## src/rtl/mem_port_arbiter.sv

```systemverilog
// Two-requester (fetch/data) memory port arbiter with anti-starvation for fetch
// and a per-transaction acknowledge timeout that reports bus_err.
module mem_port_arbiter #(
    parameter int unsigned ADDR_W     = 32,
    parameter int unsigned DATA_W     = 32,
    parameter int unsigned STARVE_MAX = 4,
    parameter int unsigned TIMEOUT    = 15
) (
    input  logic              clk,
    input  logic              rst_n,
    input  logic              i_req,
    input  logic [ADDR_W-1:0] i_addr,
    output logic              i_ack,
    output logic [DATA_W-1:0] i_rdata,
    input  logic              d_req,
    input  logic              d_we,
    input  logic [ADDR_W-1:0] d_addr,
    input  logic [DATA_W-1:0] d_wdata,
    output logic              d_ack,
    output logic [DATA_W-1:0] d_rdata,
    output logic              mem_req,
    output logic              mem_we,
    output logic [ADDR_W-1:0] mem_addr,
    output logic [DATA_W-1:0] mem_wdata,
    input  logic [DATA_W-1:0] mem_rdata,
    input  logic              mem_ack,
    output logic              bus_err
);

    localparam int unsigned StarveW = $clog2(STARVE_MAX + 1);
    localparam int unsigned WaitW   = $clog2(TIMEOUT + 1);

    typedef enum logic [1:0] {StIdle, StBusyI, StBusyD} state_e;

    state_e              state_q, state_d;
    logic [StarveW-1:0]  starve_cnt_q, starve_cnt_d;
    logic [WaitW-1:0]    wait_cnt_q, wait_cnt_d;
    logic                mem_req_q, mem_req_d;
    logic                mem_we_q, mem_we_d;
    logic [ADDR_W-1:0]   mem_addr_q, mem_addr_d;
    logic [DATA_W-1:0]   mem_wdata_q, mem_wdata_d;
    logic                i_ack_q, i_ack_d;
    logic                d_ack_q, d_ack_d;
    logic                bus_err_q, bus_err_d;
    logic [DATA_W-1:0]   i_rdata_q, i_rdata_d;
    logic [DATA_W-1:0]   d_rdata_q, d_rdata_d;

    logic starve_max;
    logic fetch_wins;
    logic timeout;

    assign starve_max = (starve_cnt_q == StarveW'(STARVE_MAX));
    // Arbitrate on raw levels; a winner whose ack is still high is simply not granted.
    assign fetch_wins = i_req && (!d_req || starve_max);
    assign timeout    = !mem_ack && (wait_cnt_q == WaitW'(TIMEOUT - 1));

    always_comb begin
        state_d      = state_q;
        starve_cnt_d = starve_cnt_q;
        wait_cnt_d   = wait_cnt_q;
        mem_req_d    = mem_req_q;
        mem_we_d     = mem_we_q;
        mem_addr_d   = mem_addr_q;
        mem_wdata_d  = mem_wdata_q;
        i_ack_d      = 1'b0;
        d_ack_d      = 1'b0;
        bus_err_d    = 1'b0;
        i_rdata_d    = i_rdata_q;
        d_rdata_d    = d_rdata_q;

        unique case (state_q)
            StIdle: begin
                if (fetch_wins) begin
                    if (!i_ack_q) begin
                        state_d      = StBusyI;
                        mem_req_d    = 1'b1;
                        mem_we_d     = 1'b0;
                        mem_addr_d   = i_addr;
                        mem_wdata_d  = '0;
                        wait_cnt_d   = '0;
                        starve_cnt_d = '0;
                    end
                end else if (d_req && !d_ack_q) begin
                    state_d     = StBusyD;
                    mem_req_d   = 1'b1;
                    mem_we_d    = d_we;
                    mem_addr_d  = d_addr;
                    mem_wdata_d = d_wdata;
                    wait_cnt_d  = '0;
                    if (i_req && !starve_max) begin
                        starve_cnt_d = starve_cnt_q + StarveW'(1);
                    end
                end
            end
            StBusyI, StBusyD: begin
                if (mem_ack || timeout) begin
                    state_d   = StIdle;
                    mem_req_d = 1'b0;
                    mem_we_d  = 1'b0;
                    bus_err_d = !mem_ack;
                    if (state_q == StBusyI) begin
                        i_ack_d   = 1'b1;
                        i_rdata_d = mem_ack ? mem_rdata : '1;
                    end else begin
                        d_ack_d = 1'b1;
                        if (!mem_we_q) begin
                            d_rdata_d = mem_ack ? mem_rdata : '1;
                        end
                    end
                end else begin
                    wait_cnt_d = wait_cnt_q + WaitW'(1);
                end
            end
            default: state_d = StIdle;
        endcase
    end

    always_ff @(posedge clk or negedge rst_n) begin
        if (!rst_n) begin
            state_q      <= StIdle;
            starve_cnt_q <= '0;
            wait_cnt_q   <= '0;
            mem_req_q    <= 1'b0;
            mem_we_q     <= 1'b0;
            mem_addr_q   <= '0;
            mem_wdata_q  <= '0;
            i_ack_q      <= 1'b0;
            d_ack_q      <= 1'b0;
            bus_err_q    <= 1'b0;
            i_rdata_q    <= '0;
            d_rdata_q    <= '0;
        end else begin
            state_q      <= state_d;
            starve_cnt_q <= starve_cnt_d;
            wait_cnt_q   <= wait_cnt_d;
            mem_req_q    <= mem_req_d;
            mem_we_q     <= mem_we_d;
            mem_addr_q   <= mem_addr_d;
            mem_wdata_q  <= mem_wdata_d;
            i_ack_q      <= i_ack_d;
            d_ack_q      <= d_ack_d;
            bus_err_q    <= bus_err_d;
            i_rdata_q    <= i_rdata_d;
            d_rdata_q    <= d_rdata_d;
        end
    end

    assign i_ack     = i_ack_q;
    assign i_rdata   = i_rdata_q;
    assign d_ack     = d_ack_q;
    assign d_rdata   = d_rdata_q;
    assign mem_req   = mem_req_q;
    assign mem_we    = mem_we_q;
    assign mem_addr  = mem_addr_q;
    assign mem_wdata = mem_wdata_q;
    assign bus_err   = bus_err_q;

endmodule

```

## config.mk

```make
export PLATFORM = sky130hd
export DESIGN_NAME = mem_port_arbiter
export DESIGN_NICKNAME = d
export VERILOG_FILES = /design/src/rtl/mem_port_arbiter.sv
export SDC_FILE = /design/constraint.sdc
export NUM_CORES = 1
export LEC_CHECK = 0
export BUFFER_PORTS_ARGS = -buffer_cell sky130_fd_sc_hd__buf_4
export CAP_MARGIN = 20
export CORE_ASPECT_RATIO = 0.7
export CORE_UTILIZATION = 52
export CTS_CLUSTER_DIAMETER = 200
export DETAILED_ROUTE_END_ITERATION = 8
export PLACE_DENSITY_LB_ADDON = 0.08
export SLEW_MARGIN = 5
export SYNTH_ARGS = -nofsm -noshare
export SYNTH_HDL_FRONTEND = slang
export SYNTH_SLANG_ARGS = --single-unit
```

## constraint.sdc

```tcl
create_clock -name clk -period 2.9 [get_ports clk]
set_input_delay 0.29 -clock clk [delete_from_list [all_inputs] [get_ports clk]]
set_output_delay 0.29 -clock clk [all_outputs]
set_load 0.05 [all_outputs]
```

* After elaboration in Yosys (flattened, before gate mapping)
Index checks and enable logic that the tools add are counted.
Cells by class: muxes and demuxes 38, reductions and logical operators 22, equal/unequal tests 9, add/subtract/negate cells 2, bitwise logic cells 2
Operator list (count):
- $mux 32 | 7
- $mux 4 | 4
- $reduce_and 4->1 | 4
- $mux 1 | 15
- $mux 3 | 4
- $reduce_and 3->1 | 3
- $mux 2 | 4
- $pmux 4 s2 | 1
- $ne 2x2->1 const B | 3
- $ne 3x3->1 const B | 2
- $reduce_bool 2->1 | 3
- $add 4x1->4 const B | 1
- $eq 4x4->1 const B | 1
- $logic_and 1x1->1 | 4
- $logic_not 1->1 | 4
- $pmux 1 s2 | 2
- $pmux 2 s2 | 1
- $add 3x1->3 const B | 1
- $eq 3x3->1 const B | 1
- $eq 2x1->1 const B | 1
- $eq 2x2->1 const B | 1
- $logic_not 2->1 | 1
- $logic_or 1x1->1 | 2
- $not 1->1 | 2
- $reduce_or 2->1 | 1
Storage, ports and cells: output and inout bits 133, bits in registers 142, bits of input ports 134, word-level logic and storage cells 85

* Logic depth before layout (Yosys ltp)
word-level depth 6, gate-level depth with buffers 9, mapped depth without buffers 6

* Worst setup path before layout
OpenSTA, ideal clock, no wires.
path kind flip-flop to flip-flop, start point register state_q[0], end point register d_rdata_q[10], in the netlist d_rdata[10], setup time 122 ps, stages on the path, launching flop included 10, period minus slack after synthesis 1885 ps, path slack 1015 ps, path buffers 3, data arrival time 1763 ps, required time 2778 ps, cell sequence dfrtp_1 -> inv_1 -> ha_1 -> buf_4 -> inv_2 -> or4_4 -> buf_6 -> buf_6 -> nand2_2 -> o21ai_2
Between the ends: word-level cells in the longest chain between the ends 3, elaborated cells on any way between the ends 5, those cells by class eq/ne: 2; bitwise: 1; reduce/logical: 2
RTL lines:
- start: declaration | RTL line 35 | state_e state_q, state_d;
- start signal: assignment | RTL line 120 | state_q <= StIdle;
- start signal: assignment | RTL line 133 | state_q <= state_d;
- $eq 2x1->1 or $eq 2x2->1 (tied branches) | RTL line 71, 101
- $reduce_or 2->1 or $not 1->1 (tied branches)
- $reduce_and 4->1 (no source line) (*)
- end signal: assignment | RTL line 144 | d_rdata_q <= d_rdata_d;
- end: declaration | RTL line 46 | logic [DATA_W-1:0] d_rdata_q, d_rdata_d;
Every way passes the cells marked *; elsewhere a longest branch is shown, timed or not. A chain may end at the register's enable or synchronous reset.

* Final worst setup path
start point register state_q[0], end point register d_rdata_q[31], in the netlist d_rdata[31]
Same word-level chain as after synthesis.

==> metrics.cfg <==
[outcome]
status = finished, final reports clean

[worst_setup_path]
criticalPathCategory = flop to flop
reg2reg_depth = 6
crit_slowest_cell = or4_4
slowest_delay_ns = 0.95
crit_family = simple AND/OR/NAND/NOR gates
crit_cells = 6
path_buf_inv = 2
rrSetupSlack_ns = 0.47
critPathCaptureType = flop
critical_path.endpoint = d_rdata[31]$_DFFE_PN0P_
worst_r2r_endpoint = d_rdata[31]$_DFFE_PN0P_
cp_max_fo = 64
worstPathCellList = inv_1, ha_1, inv_2, or4_4, nand2_1, o21ai_0
cp.arrival_ns = 2.68
crit_start = state_q[0]$_DFFE_PN0P_
required_ns = 3.15
timing.rr.start = state_q[0]$_DFFE_PN0P_
cp-start-kind = flop

[grt]
first_global_vias = 5381
antenna_found_initial = 0
grt_max_degree = 96
track_usage = 0.268
grt_pass1_wl_mm = 26.2
grt_overflow = 0

[placement]
dp.cells = 1003
port_buffers = 266
placedInstanceArea_um2 = 8380
dp_hpwl_mm = 11.8
pre_cts_slack_ns = 0.495
gp_congestion = 0.819

[cts]
ctsResizeCount = 0
clkSinkCount = 142
cts_buffer_depth = 2
cts_tree = built
clk_pin_slew_ns = 0.06
cts_root_buf = clkbuf_16
worst_skew_pair.late_latency_ns = 0.41
ctsHtreeMaxLevel = 4
cts_made_buffers = 17

[floorplan]
fp.dieH_um = 94.6
die_area_um2 = 12700
rows = 33
fp.dieW_um = 134
core_region_area_um2 = 11800
pin_count = 267
initial_utilization = 0.539

[synthesis]
yosysUniqueCellTypes = 47
syn_nets = 757
synth_area_um2 = 6370
synth_enable_flop_cells = 0
synth_top_area_cell = dfrtp_1
syn_inst = 617
ys_ff_latch = 142
ys_seq_area_frac = 0.558
yosysMostFrequentCell = dfrtp_1
ys_top_cells_by_count = dfrtp_1 (142), nand2_1 (106), a21oi_1 (41)
synthTopCellsByArea = dfrtp_1 (56%), nand2_1 (6.2%), mux2i_1 (5.2%)
synth_warnings = 0
synth_top_area_frac = 0.558
synthFlopType = dfrtp_1
syn_avg_cell_area_um2 = 10.3
ys_async_sr_fraction = 1.00

[route]
route.vias.total = 5445
viasPerCell = 5.26
drtPass1Iterations = 5
ant_nets = 0
wire_per_inst_um = 16.0
drtIter0Drc = 372
drc = 0
wl_mm = 16.5

[timing]
hold_viol = 0
fin_skew_ns = 0.00856
finalSetupTns_ns = 0
finalCritPeriodShare = 0.838
fin_crit_ns = 2.43
rsz0062_at_grt = false
fin_ws_ns = 0.471
setup_viol = 0
fmax_mhz = 412
finalMaxSlewViolations = 0
relSlewSlack = 0.340
worstMarginPinSlew_ns = 0.990

[cells_and_area]
design_area_um2 = 8970
area_growth_pct = 40.9
fin_cells = 1035
antenna_cells = 0
drive_above_1_share = 0.424
nets = 1006

[hold_path]
min-delay-start = d_wdata[25]
hp-class = input pin to flop
whs_path_depth = 3

[job]
max-cap-violations = 0

[power]
ir_drop_mv = 0.900
total_power_mw = 12.9
p_leak_nw = 4.62
powerDensity_nw_per_um2 = 1440

[layer usage]
metal,wire length [µm],up-vias,share of wire,global-route usage
li1,-,2581,-,-
met1,6650,2594,0.40,0.331
met2,8350,238,0.51,0.451
met3,1180,32,0.071,0.0789
met4,352,0,0.021,0.0946
met5,0,-,0,0
[kinds of logic after synthesis]
logic type      synth area share
simple gates               0.192
mux                       0.0519
compound gates             0.140
fa+ha+maj                 0.0118
flops                      0.558
buf+inv                   0.0467
[area by class of cell]
| class | count | area (µm²) |
|---|---|---|
| Sequential cell | 142 | 3550 |
| Tap cell | 157 | 196 |
| Fill cell | 834 | 2830 |
| Clock inverter | 12 | 140 |
| Multi-Input combinational cell | 425 | 2530 |
| Clock buffer | 19 | 443 |
| Inverter | 8 | 30.0 |
| Timing Repair Buffer | 272 | 2090 |
[report_power, final]
group	total [mW]	leakage [nW]	internal (mW)	switching, mW
Clock	2.11	0.276	1.29	0.824
Combinational	7.24	2.61	2.14	5.11
Sequential	3.56	1.74	2.94	0.615
Total	12.9	4.62	6.37	6.55
[sequential cells by signal, indices dropped and copies added, names as in the netlist]
signal / flops
bus_err: 1
d_ack: 1
mem_we: 1
d_rdata: 32
i_ack: 1
wait_cnt_q: 4
mem_req: 1
mem_addr: 32
starve_cnt_q: 3
i_rdata: 32
mem_wdata: 32
state_q: 2
[per-stage QoR]
step | utilization | hold slack [ns]
finish | 0.760 | 0.0917
global route | 0.760 | 0.0924
CTS | 0.760 | 0.0801
detailed placement | 0.710 | 0.319
global placement | 0.710 | 0.315
floorplan | - | -0.00559
[cell usage in the layout (no fill, tap or decap), drive strengths merged, types with 3 or more instances in the layout]
cell,count
nor2b,34
buf,271
ha,6
mux2i,33
dfrtp,142
clkinvlp,3
clkbuf,19
nand2b,3
a211oi,3
nor2,36
nand3,34
nand2,136
inv,9
a31o,3
clkinv,6
a22o,3
a21oi,41
o21ai,67
[worst min path at each step]
stage / endpoint / slack (ns)
detailed placement: mem_addr[5]$_DFFE_PN0P_ / 0.32
global route: mem_wdata[18]$_DFFE_PN0P_ / 0.09
finish: mem_wdata[25]$_DFFE_PN0P_ / 0.09
CTS: mem_wdata[25]$_DFFE_PN0P_ / 0.08
global placement: mem_addr[12]$_DFFE_PN0P_ / 0.31
floorplan: bus_err$_DFF_PN0_ / -0.006
[tightest hold or removal path, cell delays in order]
cell and delay, ns:
buf_4 0.08, nand3_1 0.05, nand2_1 0.06
[timing repair]
item,in CTS,in global routing
endpoints found under the hold margin,62,0
hold buffers,1,0
setup buffers,0,0
Note: power is estimated with default switching activity, not from simulation.
